--- src/rtl/ctrl_pkg.sv ---
// ctrl_pkg: state, opcode and ALU function encodings shared by control_fsm_mc.
package ctrl_pkg;

    localparam int OPC_W_DEF = 6;

    typedef enum logic [2:0] {
        S_FETCH  = 3'd0,
        S_DECODE = 3'd1,
        S_EXEC   = 3'd2,
        S_MEM    = 3'd3,
        S_WB     = 3'd4,
        S_TRAP   = 3'd7
    } state_t;

    localparam logic [5:0] OPC_RTYPE = 6'b100000;
    localparam logic [5:0] OPC_ADDI  = 6'b110000;
    localparam logic [5:0] OPC_ANDI  = 6'b110010;
    localparam logic [5:0] OPC_ORI   = 6'b110011;
    localparam logic [5:0] OPC_B     = 6'b111111;
    localparam logic [5:0] OPC_BEQ   = 6'b000000;
    localparam logic [5:0] OPC_BNE   = 6'b000001;
    localparam logic [5:0] OPC_LB    = 6'b000011;
    localparam logic [5:0] OPC_LW    = 6'b001111;
    localparam logic [5:0] OPC_SB    = 6'b000111;
    localparam logic [5:0] OPC_SW    = 6'b011111;

    localparam logic [3:0] ALU_ADD = 4'b0000;
    localparam logic [3:0] ALU_SUB = 4'b0001;
    localparam logic [3:0] ALU_AND = 4'b0010;
    localparam logic [3:0] ALU_OR  = 4'b0011;

endpackage

--- src/rtl/ctrl_opc_decode.sv ---
// ctrl_opc_decode: combinational opcode classifier for control_fsm_mc.
module ctrl_opc_decode
    import ctrl_pkg::*;
#(
    parameter int OPC_W = OPC_W_DEF
) (
    input  logic [OPC_W-1:0] opc,
    output logic             valid,
    output logic             is_branch,
    output logic             is_load,
    output logic             is_store,
    output logic             is_imm,
    output logic             is_byte,
    output logic [3:0]       imm_alu_func
);

    function automatic logic is_op(input logic [OPC_W-1:0] o, input logic [5:0] c);
        return o == OPC_W'(c);
    endfunction

    always_comb begin
        is_imm       = is_op(opc, OPC_ADDI) || is_op(opc, OPC_ANDI) || is_op(opc, OPC_ORI);
        is_branch    = is_op(opc, OPC_B) || is_op(opc, OPC_BEQ) || is_op(opc, OPC_BNE);
        is_load      = is_op(opc, OPC_LB) || is_op(opc, OPC_LW);
        is_store     = is_op(opc, OPC_SB) || is_op(opc, OPC_SW);
        is_byte      = is_op(opc, OPC_LB) || is_op(opc, OPC_SB);
        valid        = is_imm || is_branch || is_load || is_store || is_op(opc, OPC_RTYPE);
        imm_alu_func = is_op(opc, OPC_ANDI) ? ALU_AND : is_op(opc, OPC_ORI) ? ALU_OR : ALU_ADD;
    end

endmodule

--- src/rtl/control_fsm_mc.sv ---
// control_fsm_mc: multi-cycle control FSM with MEM handshake timeout and illegal-opcode trap.
// Optional CTRL_PERF_CNT_EN adds Retired_cnt / Stall_cnt performance counters.
module control_fsm_mc
    import ctrl_pkg::*;
#(
    parameter int INSTR_W    = 32,
    parameter int OPC_W      = OPC_W_DEF,
    parameter int ALU_FUNC_W = 4,
    parameter int MEM_TMO    = 15
) (
    input  logic                  Clk,
    input  logic                  Reset,
    input  logic [INSTR_W-1:0]    Instr,
    input  logic                  ALU_zero,
    input  logic                  MEM_ready,
    output logic                  IR_LdEn,
    output logic                  PC_LdEn,
    output logic                  PC_sel,
    output logic                  RF_B_sel,
    output logic                  RF_WrData_sel,
    output logic                  RF_WrEn,
    output logic                  ALU_Bin_sel,
    output logic [ALU_FUNC_W-1:0] ALU_func,
    output logic                  MEM_req,
    output logic                  MEM_we,
    output logic                  MEM_In_sel,
    output logic                  Illegal,
    output logic [2:0]            State
`ifdef CTRL_PERF_CNT_EN
    ,
    output logic [31:0]           Retired_cnt,
    output logic [31:0]           Stall_cnt
`endif
);

    state_t                state_q, state_d;
    logic [OPC_W-1:0]      opc_q, opc_d;
    logic [ALU_FUNC_W-1:0] func_q, func_d;
    logic [7:0]            tmo_q, tmo_d;
    logic                  dec_valid, is_branch, is_load, is_store, is_imm, is_byte;
    logic [3:0]            imm_func;
    logic                  in_exec, in_mem, in_wb, stall, tmo_hit, br_taken;
    logic                  unused_instr;

    assign unused_instr = ^Instr[INSTR_W-OPC_W-1:ALU_FUNC_W];

    // In DECODE the classifier looks at the live IR so the EXEC/TRAP choice is made this cycle.
    always_comb begin
        opc_d  = state_q == S_DECODE ? Instr[INSTR_W-1 -: OPC_W] : opc_q;
        func_d = state_q == S_DECODE ? Instr[ALU_FUNC_W-1:0] : func_q;
    end

    ctrl_opc_decode #(
        .OPC_W(OPC_W)
    ) u_dec (
        .opc         (opc_d),
        .valid       (dec_valid),
        .is_branch   (is_branch),
        .is_load     (is_load),
        .is_store    (is_store),
        .is_imm      (is_imm),
        .is_byte     (is_byte),
        .imm_alu_func(imm_func)
    );

    always_comb begin
        in_exec  = state_q == S_EXEC;
        in_mem   = state_q == S_MEM;
        in_wb    = state_q == S_WB;
        stall    = in_mem && !MEM_ready;
        tmo_hit  = stall && tmo_q == 8'(MEM_TMO - 1);
        tmo_d    = stall && !tmo_hit ? tmo_q + 8'd1 : 8'd0;
        br_taken = opc_q == OPC_W'(OPC_B) || (opc_q == OPC_W'(OPC_BEQ) && ALU_zero) ||
                   (opc_q == OPC_W'(OPC_BNE) && !ALU_zero);
    end

    always_ff @(posedge Clk or negedge Reset) begin
        if (!Reset) begin
            state_q <= S_FETCH;
            opc_q   <= '0;
            func_q  <= '0;
            tmo_q   <= '0;
        end else begin
            state_q <= state_d;
            opc_q   <= opc_d;
            func_q  <= func_d;
            tmo_q   <= tmo_d;
        end
    end

    always_comb begin
        state_d = state_q;
        case (state_q)
            S_FETCH:  state_d = S_DECODE;
            S_DECODE: state_d = dec_valid ? S_EXEC : S_TRAP;
            S_EXEC:   state_d = is_branch ? S_FETCH : (is_load || is_store) ? S_MEM : S_WB;
            S_MEM:    state_d = MEM_ready ? (is_load ? S_WB : S_FETCH) : tmo_hit ? S_TRAP : S_MEM;
            S_WB:     state_d = S_FETCH;
            S_TRAP:   state_d = S_TRAP;
            default:  state_d = S_FETCH;
        endcase
    end

    always_comb begin
        IR_LdEn       = Reset && state_q == S_FETCH;
        PC_LdEn       = (in_exec && is_branch) || (in_mem && is_store && MEM_ready) || in_wb;
        PC_sel        = in_exec && is_branch && br_taken;
        RF_B_sel      = in_exec && is_branch;
        RF_WrData_sel = in_wb && is_load;
        RF_WrEn       = in_wb;
        ALU_Bin_sel   = in_exec && (is_imm || is_load || is_store);
        ALU_func      = !in_exec ? '0 :
                        is_branch ? ALU_FUNC_W'(ALU_SUB) :
                        is_imm ? ALU_FUNC_W'(imm_func) :
                        (is_load || is_store) ? ALU_FUNC_W'(ALU_ADD) : func_q;
        MEM_req       = in_mem;
        MEM_we        = in_mem && is_store;
        MEM_In_sel    = in_mem && is_byte;
        Illegal       = state_q == S_TRAP;
        State         = state_q;
    end

`ifdef CTRL_PERF_CNT_EN
    logic [31:0] retired_q, retired_d, stall_q, stall_d;

    always_comb begin
        retired_d = retired_q + 32'(PC_LdEn);
        stall_d   = stall_q + 32'(stall);
    end

    always_ff @(posedge Clk or negedge Reset) begin
        if (!Reset) begin
            retired_q <= '0;
            stall_q   <= '0;
        end else begin
            retired_q <= retired_d;
            stall_q   <= stall_d;
        end
    end

    assign Retired_cnt = retired_q;
    assign Stall_cnt   = stall_q;
`endif

endmodule

--- config.mk ---
export PLATFORM = sky130hd
export DESIGN_NAME = control_fsm_mc
export DESIGN_NICKNAME = d
export VERILOG_FILES = /design/src/rtl/ctrl_pkg.sv /design/src/rtl/ctrl_opc_decode.sv /design/src/rtl/control_fsm_mc.sv
export SDC_FILE = /design/constraint.sdc
export NUM_CORES = 1
export LEC_CHECK = 0
export ABC_AREA = 0
export BUFFER_PORTS_ARGS = -buffer_cell sky130_fd_sc_hd__buf_2
export CAP_MARGIN = 20
export CORE_MARGIN = 3
export CORE_UTILIZATION = 43
export CTS_CLUSTER_DIAMETER = 60
export CTS_CLUSTER_SIZE = 30
export DETAILED_ROUTE_END_ITERATION = 10
export HOLD_SLACK_MARGIN = 0.1
export PLACE_DENSITY = 0.72
export SLEW_MARGIN = 15
export SYNTH_ARGS = -nofsm -noshare
export SYNTH_HDL_FRONTEND = slang
export SYNTH_SLANG_ARGS = --single-unit
--- constraint.sdc ---
create_clock -name Clk -period 1.85 [get_ports Clk]
set_input_delay 0.185 -clock Clk [delete_from_list [all_inputs] [get_ports Clk]]
set_output_delay 0.185 -clock Clk [all_outputs]
set_load 0.05 [all_outputs]
==> results.py <==
metrics = {
    "status": {
        "status": "finished, violations left",
        "violations": "negative setup slack",
    },
    "logic_synthesis": {
        "synth_area_leaders": "dfrtp_1 40%, nand2_1 7.7%, nor2_1 5.1%, a21oi_1 3.8%, xor2_1 3.3%",
        "ys_ff_latch": 21,
        "synth_area_per_cell_um2": 8.48,
        "yosysSeqAreaShare_pct": 39.7,
        "synth_top_area_share_pct": 39.7,
        "synthFlopType": "dfrtp_1",
        "synth_warnings": 0,
        "yosysUniqueCellTypes": 46,
        "syn-cell-area_um2": 1320,
        "synth_nets": 194,
        "ys_async_sr_fraction_pct": 100,
        "synth_top_area_cell": "dfrtp_1",
        "synthCells": 156,
        "synth_edf_count": 0,
    },
    "sta": {
        "fin_crit_ns": 2.46,
        "setup_viol": 14,
        "drv_slew": 0,
        "hold_viol": 0,
        "fmaxAchievable_ghz": 0.407,
        "fin_crit_sh_pct": 133,
        "rsz0062_at_grt": "true",
        "slew_headroom_pct": 63.9,
        "fin_ws_ns": -0.609,
        "fin_skew_ns": 0.0195,
        "worst_pin_slew_ns": 0.541,
        "tns_ns": -6.07,
    },
    "global_routing": {
        "grt-ovfl-total": 0,
        "grt_pass1_vias": 1461,
        "grt_pass1_wl_um": 6840,
        "grt_max_degree": 22,
        "grt_use_total_pct": 24.9,
        "antenna_found_initial": 0,
    },
    "setup_path": {
        "rr_worst_depth": 7,
        "cp.required_ns": 1.66,
        "r2r_slack_ns": -0.33,
        "cpLargestDelayFamily": "simple AND/OR/NAND/NOR gates",
        "startpoint_type": "flop",
        "r2r-end": "State[2]",
        "cpMaxStageDelayCell": "or3b_4",
        "cp_slowest_stage_delay_ns": 0.47,
        "end_kind": "output port",
        "cp_num_cells": 6,
        "endpoint": "RF_WrData_sel",
        "worstPathCellList": "or3b_4 > buf_8 > nor2_1 > a22o_1 > and3_1 > buf_6",
        "crit_arrival_ns": 2.27,
        "reg2reg_from": "State[2]",
        "critPathKind": "flop to output port",
        "critPathLaunch": "State[2]",
        "worstPathMaxFanout": 7,
        "worst-path-buf-inv": 2,
    },
    "layout": {
        "multi_input_area_um2": 951,
        "area_growth_pct": 63.5,
        "final_cell_mix": "32 x buf_4, 24 x nand2_1, 19 x buf_2",
        "nets": 267,
        "diodes": 0,
        "drive_gt1_share_pct": 48.2,
        "fill_cells": 195,
        "final_area_um2": 2160,
        "final_util_pct": 75.8,
        "mostFrequentLayoutCell": "buf_4",
        "regArea_um2": 531,
    },
    "floorplanning": {
        "start_util_pct": 46.4,
        "dieHeight_um": 61.5,
        "core_area_um2": 2850,
        "num_rows": 19,
        "io_pins": 54,
        "die_area_um2": 3780,
        "die_w_um": 61.5,
    },
    "clock_tree": {
        "cts.path.max_buffers": 2,
        "path_clk_slew_ns": 0.14,
        "cts_buffers": 3,
        "cts_tree": "yes",
        "cts-root-buf": "clkbuf_4",
        "clk_latency_ns": 0.33,
        "clkSinkCount": 21,
        "h-tree-depth": 1,
    },
    "detailed_routing": {
        "viasPerCell": 6.10,
        "antenna_left": 0,
        "routed_wl_um": 4990,
        "drc": 0,
        "num_vias": 1581,
        "first_iter_violations": 130,
        "wire_per_inst_um": 19.3,
        "first_pass_iters": 4,
    },
    "worst_hold_path": {
        "min_path_type": "input port to flop",
    },
    "place": {
        "post-dp-hpwl_um": 2950,
        "place_area_um2": 1800,
        "io_buffers": 31,
        "gp_congestion": 0.936,
    },
    "pwr": {
        "pwr_density_cell_nw_per_um2": 1530,
        "power_leakage_uw": 0.000984,
        "vdd_drop_max_mv": 1.31,
    },
    "run": {
        "drv_cap": 0,
    },
}
[report_power, final]
group          leakage, uW  internal (uW)  total [uW]  switching [uW]
Combinational     0.000700            969        2300            1330
Clock            0.0000177           81.0         241             160
Sequential        0.000267            612         765             153
[cell type report]
| cell class | count | area share [%] |
|---|---|---|
| multi-input cells | 122 | 44.0 |
| repair buffers | 72 | 26.9 |
| flip-flops and latches | 21 | 24.5 |
| well taps | 31 | 1.79 |
| inverters | 9 | 1.56 |
| clock buffers | 3 | 1.04 |
| clock inverters | 1 | 0.231 |
[flip-flops by register name, summed over array words and instances, names as in the netlist]
register  count
tmo_q         8
func_q        4
opc_q         6
State         3
[synth_stat cells (2+ instances only)]
cell       n
nor3_1     3
nand2_1   27
o21ai_0    7
dfrtp_1   21
xor2_1     5
nor4_1     2
nand3_1    5
a211oi_1   2
nor2_1    18
nand3b_1   4
inv_1      9
a21oi_1   10
nand4_1    3
and3_1     6
nor2b_1    2
ha_1       2
[worst min path at each step]
stage | start | end | slack [ns] | cells after the start
final | Instr[27] | opc_q[1] | 0.21 | 4
after global routing | Instr[28] | opc_q[2] | 0.18 | 3
after detailed placement | Reset | opc_q[1] | 0.23 | 2
after floorplan | Reset | State[0] | -0.11 | 0
after global placement | Reset | opc_q[1] | 0.23 | 2
after CTS | Instr[28] | opc_q[2] | 0.19 | 3
[stage by stage]
step                power [uW]  hold slack [ns]  cells  setup slack (ns)
global route              3480            0.184    259            -0.713
finish                    3310            0.214    259            -0.609
floorplan                 1860           -0.111    156            -0.613
detailed placement        2480            0.229    242            -0.362
CTS                       2980            0.194    257            -0.539
global placement          2440            0.229    242            -0.316
[per-layer routing]
| metal | up-vias | track usage [%] | part of all wire [%] |
|---|---|---|---|
| li1 | 703 | - | - |
| met3 | 19 | 2.94 | 7.4 |
| met5 | - | 0 | 0 |
| met4 | 0 | 9.09 | 3.3 |
| met2 | 103 | 41.8 | 50 |
| met1 | 756 | 33.0 | 40 |
[kinds of logic (layout without fill, tap and decap cells)]
logic type | count (synthesis) | in the layout | share of synthesized area [%]
muxes | 1 | 1 | 0.757
and+or+nand+nor | 79 | 79 | 29.5
adders and majority gates | 2 | 2 | 1.89
DFF | 21 | 21 | 39.7
xor gates and xnor gates | 6 | 6 | 3.97
AOI/OAI and AO/OA | 34 | 34 | 19.5
buffers and inverters | 13 | 85 | 4.64
[what timing repair did]
action                     in CTS  in global routing
setup endpoints to repair      13                 15
pin swaps                       7                 11
resized for setup              34                 32
hold endpoints to repair       25                  0
hold buffers                    5                  0
setup buffers                   6                  3
[tightest hold or removal path: stages]
cell,delay (ns)
buf_2,0.12
nand2_1,0.07
buf_4,0.10
nand2_1,0.04
Note: power is estimated with default switching activity, not from simulation.
